===== src/rtl/chunk_feed_ctrl.sv =====
// Chunk feeder: packs a byte stream into zero-padded 16x32 blocks and hands them to a block hasher.
// Define CHUNK_FEED_WDOG_EN to add a watchdog that aborts a message when the hasher stalls.
module chunk_feed_ctrl #(
    parameter int MAX_BYTES = 1024,
    parameter int WDOG_CYC  = 4096
) (
    input  logic              Clk,
    input  logic              Rst_n,
    input  logic              Start_I,
    input  logic [31:0]       Byte_num_I,
    input  logic [31:0]       Word_I,
    input  logic              Word_vld_I,
    output logic              Word_rdy_O,
    output logic [15:0][31:0] Msg_O,
    output logic              Update_O,
    output logic [31:0]       Byte_num_O,
    input  logic [9:0]        Hasher_addr_I,
    input  logic              Hasher_vld_I,
    output logic              Busy_O,
    output logic              Done_O,
    output logic              Err_O
);

    typedef enum logic [1:0] {IDLE, FILL, ISSUE, DRAIN} state_t;

    localparam logic [31:0] MAX_LEN = 32'(MAX_BYTES);

    state_t             state_q, state_d;
    logic [31:0]        len_q, len_d;
    logic [31:0]        remaining_q, remaining_d;
    logic [3:0]         fill_idx_q, fill_idx_d;
    logic [15:0][31:0]  fill_buf_q, fill_buf_d;
    logic [15:0][31:0]  msg_q, msg_d;
    logic               update_q, update_d;
    logic               done_q, done_d;
    logic               err_q, err_d;
    logic               word_rdy_q, word_rdy_d;
    logic               busy_q, busy_d;
    logic               flag_q, flag_d;
    logic [9:0]         addr_prev_q;
    logic               vld_prev_q;

`ifdef CHUNK_FEED_WDOG_EN
    localparam logic [31:0] WDOG_LIM = 32'(WDOG_CYC - 1);
    logic [31:0]        wdog_q, wdog_d;
`endif

    logic               vld_rise;
    logic               hasher_evt;
    logic               handshake;
    logic               issue;
    logic [31:0]        masked_word;
    logic [31:0]        take;

    // Any address movement or a fresh valid from the hasher means it can take another block.
    assign vld_rise   = Hasher_vld_I & ~vld_prev_q;
    assign hasher_evt = (Hasher_addr_I != addr_prev_q) | vld_rise;
    assign handshake  = Word_vld_I & word_rdy_q;

    always_comb begin
        state_d     = state_q;
        len_d       = len_q;
        remaining_d = remaining_q;
        fill_idx_d  = fill_idx_q;
        fill_buf_d  = fill_buf_q;
        msg_d       = msg_q;
        update_d    = 1'b0;
        done_d      = 1'b0;
        err_d       = err_q;
        word_rdy_d  = word_rdy_q;
        flag_d      = flag_q | hasher_evt;
        issue       = 1'b0;

        masked_word = '0;
        for (int b = 0; b < 4; b++) begin
            if (remaining_q > 32'(b)) begin
                masked_word[8*b +: 8] = Word_I[8*b +: 8];
            end
        end
        take = (remaining_q < 32'd4) ? remaining_q : 32'd4;

        case (state_q)
            IDLE: begin
                if (Start_I) begin
                    if (Byte_num_I > MAX_LEN) begin
                        err_d = 1'b1;
                    end else begin
                        len_d       = Byte_num_I;
                        remaining_d = Byte_num_I;
                        err_d       = 1'b0;
                        flag_d      = 1'b1;
                        fill_idx_d  = '0;
                        fill_buf_d  = '0;
                        // An empty message still hashes one all-zero block.
                        if (Byte_num_I == 32'd0) begin
                            state_d = ISSUE;
                        end else begin
                            state_d    = FILL;
                            word_rdy_d = 1'b1;
                        end
                    end
                end
            end
            FILL: begin
                if (handshake) begin
                    fill_buf_d[fill_idx_q] = masked_word;
                    fill_idx_d             = fill_idx_q + 4'd1;
                    remaining_d            = remaining_q - take;
                    if (fill_idx_q == 4'd15 || remaining_q <= 32'd4) begin
                        state_d    = ISSUE;
                        word_rdy_d = 1'b0;
                    end
                end
            end
            ISSUE: begin
                if (flag_q) begin
                    issue      = 1'b1;
                    msg_d      = fill_buf_q;
                    update_d   = 1'b1;
                    flag_d     = hasher_evt;
                    fill_buf_d = '0;
                    fill_idx_d = '0;
                    if (remaining_q != 32'd0) begin
                        state_d    = FILL;
                        word_rdy_d = 1'b1;
                    end else begin
                        state_d = DRAIN;
                    end
                end
            end
            DRAIN: begin
                if (vld_rise) begin
                    done_d  = 1'b1;
                    state_d = IDLE;
                end
            end
            default: begin
                state_d    = IDLE;
                word_rdy_d = 1'b0;
            end
        endcase

`ifdef CHUNK_FEED_WDOG_EN
        wdog_d = '0;
        if ((state_q == ISSUE || state_q == DRAIN) && !issue && !(state_q == DRAIN && vld_rise)) begin
            if (hasher_evt || Hasher_vld_I) begin
                wdog_d = '0;
            end else if (wdog_q == WDOG_LIM) begin
                err_d      = 1'b1;
                state_d    = IDLE;
                word_rdy_d = 1'b0;
            end else begin
                wdog_d = wdog_q + 32'd1;
            end
        end
`endif

        busy_d = (state_d != IDLE);
    end

    always_ff @(posedge Clk or negedge Rst_n) begin
        if (!Rst_n) begin
            state_q     <= IDLE;
            len_q       <= '0;
            remaining_q <= '0;
            fill_idx_q  <= '0;
            fill_buf_q  <= '0;
            msg_q       <= '0;
            update_q    <= 1'b0;
            done_q      <= 1'b0;
            err_q       <= 1'b0;
            word_rdy_q  <= 1'b0;
            busy_q      <= 1'b0;
            flag_q      <= 1'b0;
            addr_prev_q <= '0;
            vld_prev_q  <= 1'b0;
`ifdef CHUNK_FEED_WDOG_EN
            wdog_q      <= '0;
`endif
        end else begin
            state_q     <= state_d;
            len_q       <= len_d;
            remaining_q <= remaining_d;
            fill_idx_q  <= fill_idx_d;
            fill_buf_q  <= fill_buf_d;
            msg_q       <= msg_d;
            update_q    <= update_d;
            done_q      <= done_d;
            err_q       <= err_d;
            word_rdy_q  <= word_rdy_d;
            busy_q      <= busy_d;
            flag_q      <= flag_d;
            addr_prev_q <= Hasher_addr_I;
            vld_prev_q  <= Hasher_vld_I;
`ifdef CHUNK_FEED_WDOG_EN
            wdog_q      <= wdog_d;
`endif
        end
    end

    assign Word_rdy_O = word_rdy_q;
    assign Msg_O      = msg_q;
    assign Update_O   = update_q;
    assign Byte_num_O = len_q;
    assign Busy_O     = busy_q;
    assign Done_O     = done_q;
    assign Err_O      = err_q;

endmodule

===== config.mk =====
export PLATFORM = sky130hd
export DESIGN_NAME = chunk_feed_ctrl
export DESIGN_NICKNAME = d
export VERILOG_FILES = /design/src/rtl/chunk_feed_ctrl.sv
export SDC_FILE = /design/constraint.sdc
export NUM_CORES = 2
export LEC_CHECK = 0
export ABC_CLOCK_PERIOD_IN_PS = 7050
export BUFFER_PORTS_ARGS = -buffer_cell sky130_fd_sc_hd__buf_2
export CELL_PAD_IN_SITES_DETAIL_PLACEMENT = 1
export CELL_PAD_IN_SITES_GLOBAL_PLACEMENT = 1
export CORE_ASPECT_RATIO = 0.75
export CORE_MARGIN = 2
export CORE_UTILIZATION = 47
export CTS_CLUSTER_SIZE = 14
export DETAILED_ROUTE_END_ITERATION = 8
export PLACE_DENSITY_LB_ADDON = 0.25
export SLEW_MARGIN = 20
export SYNTH_ARGS = -nofsm -noshare
export SYNTH_HDL_FRONTEND = slang
export SYNTH_SLANG_ARGS = --single-unit
export TNS_END_PERCENT = 100

===== constraint.sdc =====
create_clock -name Clk -period 7.05 [get_ports Clk]
set_input_delay 1.41 -clock Clk [delete_from_list [all_inputs] [get_ports Clk]]
set_output_delay 1.41 -clock Clk [all_outputs]
set_load 0.03 [all_outputs]

Yosys cells after proc, flatten, opt, wreduce, memory -nomap -nowiden. Cells that the tools add are included.

Bits in registers: 1111. Bits of input ports: 79. Output and inout bits: 549. Word-level logic and storage cells: 135.

Add/sub/neg operators: 2. Order comparisons: 9. Eq/ne operators: 12. Multiplexer cells: 48. Bitwise gates (word level): 6. Reductions and logical operators: 14.

Operator list (count): two-way mux 512 bit (4); one-hot mux 512 bit (3 select lines) (1); bitwise mux 512 bit (1); two-way mux 32 bit (5); demux 32 bit (select 4 bit) (1); greater-than comparator 32 x 1 -> 1 bit (second input constant) (2); greater-than comparator 32 x 2 -> 1 bit (second input constant) (2); one-hot mux 32 bit (2 select lines) (1); greater-than comparator 32 x 11 -> 1 bit (second input constant) (1); less-or-equal comparator 32 x 3 -> 1 bit (second input constant) (1); zero test 32 bit (1); < comparator 32 x 3 -> 1 bit (second input constant) (1); two-way mux 8 bit (4); nonzero test 32 bit (1); subtractor 32 bit (1); two-way mux 2 bit (8); two-way mux 4 bit (4); two-way mux 1 bit (15); inequality test 2 bit (second input constant) (7); one-hot mux 4 bit (3 select lines) (1); inequality test 10 bit (1); one-hot mux 2 bit (4 select lines) (1); AND reduction 8 bit (1); < comparator 4 x 5 -> 1 bit (second input constant) (1); other kinds (19) (25).

Longest topological paths before layout.
Word-level depth: 7. Mapped depth: 14. Gate-level depth less buffers: 11.

Least setup slack after synthesis. Ideal clock, no wire load.

Path type: reg-to-reg. Start: register remaining_q[17]. End: register remaining_q[30]. Library setup time: 78 ps. Arrival: 3218 ps. Required time: 6972 ps. Path slack: 3754 ps. Stages on the path, launching flop included: 14. Path buffers: 3. Period minus slack after synthesis: 3296 ps. Path through: dfrtp_1 -> nor4_4 -> and4b_1 -> buf_4 -> and4_1 -> buf_2 -> nand2_1 -> buf_2 -> nand2_1 -> ha_1 -> a211oi_1 -> o2111ai_1 -> or4_1 -> a21oi_1.

Word-level cells in the longest chain between the ends: 5.

Ends and longest elaborated chain: start, declared (RTL line 30) `logic [31:0] remaining_q, remaining_d;`; start signal, assigned (RTL line 183) `remaining_q <= remaining_d;`; < comparator 32 x 3 -> 1 bit (RTL line 80) `take = (remaining_q < 32'd4) ? remaining_q : 32'd4;`; two-way mux 32 bit (RTL line 80); subtractor 32 bit (*) (RTL line 108) `remaining_d = remaining_q - take;`; two-way mux 32 bit (*) (RTL line 105) `if (handshake) begin`; one-hot mux 32 bit (2 select lines) (*) (RTL line 82) `case (state_q)`.

Every way passes the cells marked *; elsewhere a longest branch is shown, timed or not. The select of a mux whose other input is x is not followed. A chain may end at the register's enable or synchronous reset.

Final worst setup path.
Start: register state_q[0]. End: register msg_q (netlist bit Msg_O[343]).

Word-level cells in the longest chain between the ends: 2.

Ends and longest elaborated chain: start, declared (RTL line 28) `state_t state_q, state_d;`; start signal, assigned (RTL line 181) `state_q <= state_d;`; equality test 2 bit (RTL line 82); AND reduction 2 bit (no source line); end signal, assigned (RTL line 186) `msg_q <= msg_d;`; end, declared (RTL line 33) `logic [15:0][31:0] msg_q, msg_d;`.

No other way between the ends.

==> reports/results.tsv <==
stage	metric	value	unit
route	drc	0	
placement	place_hpwl	89200	um
logic_synthesis	synth_edf_count	0	
clock_tree	cts_max_level	3	
power	pwr-share-clk	0.481	
placement	dp_cells	5876	
logic_synthesis	yosysMostFrequentCell	nand2_1	
finish	fin_util	0.559	
setup_path	crit_type	reg -> reg	
clock_tree	postCtsSetupBuffers	0	
route	vias	33500	
global_route	grt_pass1_wl	217000	um
setup_path	r2r_slack	2270	ps
logic_synthesis	ys_warn_count	0	
setup_path	crit_arrival	5390	ps
sta	finalSetupViolations	0	
logic_synthesis	synthTopCellsByArea	dfrtp_1 (66%), nand2_1 (18%), o21ai_0 (4.4%)	
sta	fmax	0.209	GHz
placement	routabilityCongestion	0.834	
sta	period_needed	4780	ps
finish	stdcell_count	6086	
run_status	status	finished, final reports clean	
logic_synthesis	ys.flop_type	dfrtp_1	
logic_synthesis	ys_seq_area_frac	0.661	
global_route	grt_max_degree	197	
route	wl	141000	um
floorplan	initial_core_util	0.472	
power	power_frac_comb	0.014	
power	p_sw	2710	uW
sta	skew	19.9	ps
global_route	antenna_found_initial	13	
finish	seqCellArea	0.0278	mm^2
logic_synthesis	synth_nets	4399	
clock_tree	numCtsBuffers	107	
floorplan	core	0.0891	mm^2
logic_synthesis	avgSynthCellArea	9.75	um^2
power	leakagePower	0.0271	uW
sta	rsz0062_at_grt	false	
finish	layout-drive-gt1-share	0.192	
power	ir_drop	0.203	mV
power	power.density	253	mW/mm^2
clock_tree	clock_latency	680	ps
setup_path	cp-start-kind	register	
floorplan	dieArea	0.0920	mm^2
logic_synthesis	async_flop_share	1.00	
hold_path	hold_path.class	reg -> reg	
run	drv_cap	0	
route	via_per_inst	5.51	
global_route	grt_pass1_vias	35400	
power	power.share.sequential	0.505	
logic_synthesis	netlist_top_cells_count	nand2_1 (2,074), dfrtp_1 (1,111), o21ai_0 (368), clkbuf_1 (162), o21ai_1 (116)	
sta	fin_crit_sh	0.678	
sta	totalNegativeSetupSlack	0	ps
floorplan	num_io_pins	628	
clock_tree	clk_path_buf_depth	3	
logic_synthesis	ys_seq_elements	1111	
route	routedWlPerCell	23.2	um
clock_tree	cts_root_buf	clkbuf_16	
sta	max_slew_margin	0.197	
setup_path	critPathMaxFanout	137	
global_route	grt_overflow	0	
logic_synthesis	synth.distinct_cells	68	
power	switching_share	0.215	
sta	hold_viol_final	0	
clock_tree	cts_sinks	1111	
setup_path	worst_ep_required_time	7660	ps
sta	drv_slew	0	
clock_tree	clk_pin_slew	70	ps
sta	worst_pin_slew	1200	ps
setup_path	endpoint_kind	register	
clock_tree	postCtsHoldBufs	0	
route	ant_nets	0	
finish	multi_input_area	0.0131	mm^2
floorplan	die_w	350	um
floorplan	die-height	263	um
logic_synthesis	synth_top_area_share	0.661	
logic_synthesis	netlist_instances	4315	
route	drt-initial-drc-count	2770	
power	internal-power	9920	uW
finish	area_growth	18.4	%
finish	nets	4905	
route	firstDrtPassIters	5	
logic_synthesis	yosysTopAreaCell	dfrtp_1	
power	total_power	12600	uW
logic_synthesis	netlist_area	0.0421	mm^2
clock_tree	cts_resized	0	
clock_tree	cts_tree	done	
placement	numPortBuffers	627	
floorplan	rows	95	
global_route	grt_util_all_layers	0.308	
finish	fillers	10100	
worst max-delay path, stage by stage, from the launching register on:
cell,delay [ps]
dfrtp_1,580
inv_1,230
nand3_4,620
inv_8,840
buf_4,780
buf_4,910
nand2_1,210
nand2_1,140
final cells by class:
class                           count  share of cell area
Antenna cell                       10            0.000502
Sequential cell                  1111               0.558
Timing Repair Buffer              680              0.0737
Clock inverter                     42              0.0103
Clock buffer                      158              0.0641
Tap cell                         1164              0.0292
Multi-Input combinational cell   2910               0.263
Inverter                           11            0.000979
logic make-up after synthesis:
family / share of synthesized area
XOR/XNOR: 0.00291
buffers and inverters: 0.0332
adder cells (fa/ha/maj): 0.00149
other: 0.0000891
AO/OA/AOI/OAI: 0.0861
multiplexers: 0.000476
AND/OR/NAND/NOR: 0.215
flip-flops: 0.661
per-layer routing:
| metal | global-route usage | up-vias | wire (um) |
|---|---|---|---|
| met5 | 0 | - | 65 |
| met4 | 0.113 | 10 | 5180 |
| met3 | 0.0488 | 261 | 8110 |
| met2 | 0.495 | 1022 | 67200 |
| met1 | 0.425 | 17400 | 60800 |
| li1 | - | 14800 | - |
cell usage in the layout, fill, tap and decap left out, drive strengths merged, types with 23 or more instances in the layout:
master | synthesis | layout
o2bb2ai | 32 | 32
clkbuf | 164 | 158
nand2 | 2074 | 2074
nor2 | 29 | 29
a21oi | 23 | 23
nand3 | 65 | 65
o21ai | 497 | 497
dfrtp | 1111 | 1111
clkinv | 0 | 28
buf | 119 | 680
nor2b | 25 | 25
state kept, by name (all words and copies together), names as in the netlist, 2 cells and up:
| register | flops |
|---|---|
| Msg_O | 512 |
| remaining_q | 32 |
| Byte_num_O | 32 |
| addr_prev_q | 10 |
| state_q | 2 |
| fill_buf_q | 512 |
| fill_idx_q | 4 |
path summary, 6_finish.rpt:
kind,start,to,cells after the start
hold / removal,fill_buf_q[82]$_DFFE_PN0P_,Msg_O[82]$_DFFE_PN0P_,2
setup / recovery,state_q[0]$_DFF_PN0_,Msg_O[343]$_DFFE_PN0P_,7
max in group asynchronous,Rst_n,Msg_O[248]$_DFFE_PN0P_,2
hold reg to reg,fill_buf_q[82]$_DFFE_PN0P_,Msg_O[82]$_DFFE_PN0P_,2
min in group asynchronous,Rst_n,Msg_O[392]$_DFFE_PN0P_,1
setup reg to reg,state_q[0]$_DFF_PN0_,Msg_O[343]$_DFFE_PN0P_,7
stage by stage:
stage / cell area (um^2) / hold WS (ps) / setup WS (ps)
floorplan: 42100 / 439 / 3750
CTS: 49800 / 461 / 2360
finish: 49800 / 458 / 2270
global route: 49800 / 484 / 2030
detailed placement: 46100 / 453 / 2450
global placement: 46100 / 444 / 2530
power by group through the flow:
stage,logic (uW),clock network [uW],registers [uW]
detailed placement,186,0,6500
global route,204,6410,6370
finish,178,6080,6380
CTS,187,6160,6380
global placement,184,0,6500
floorplan,8.04,0,6500
No activity file was read; power rests on OpenSTA's default activity.
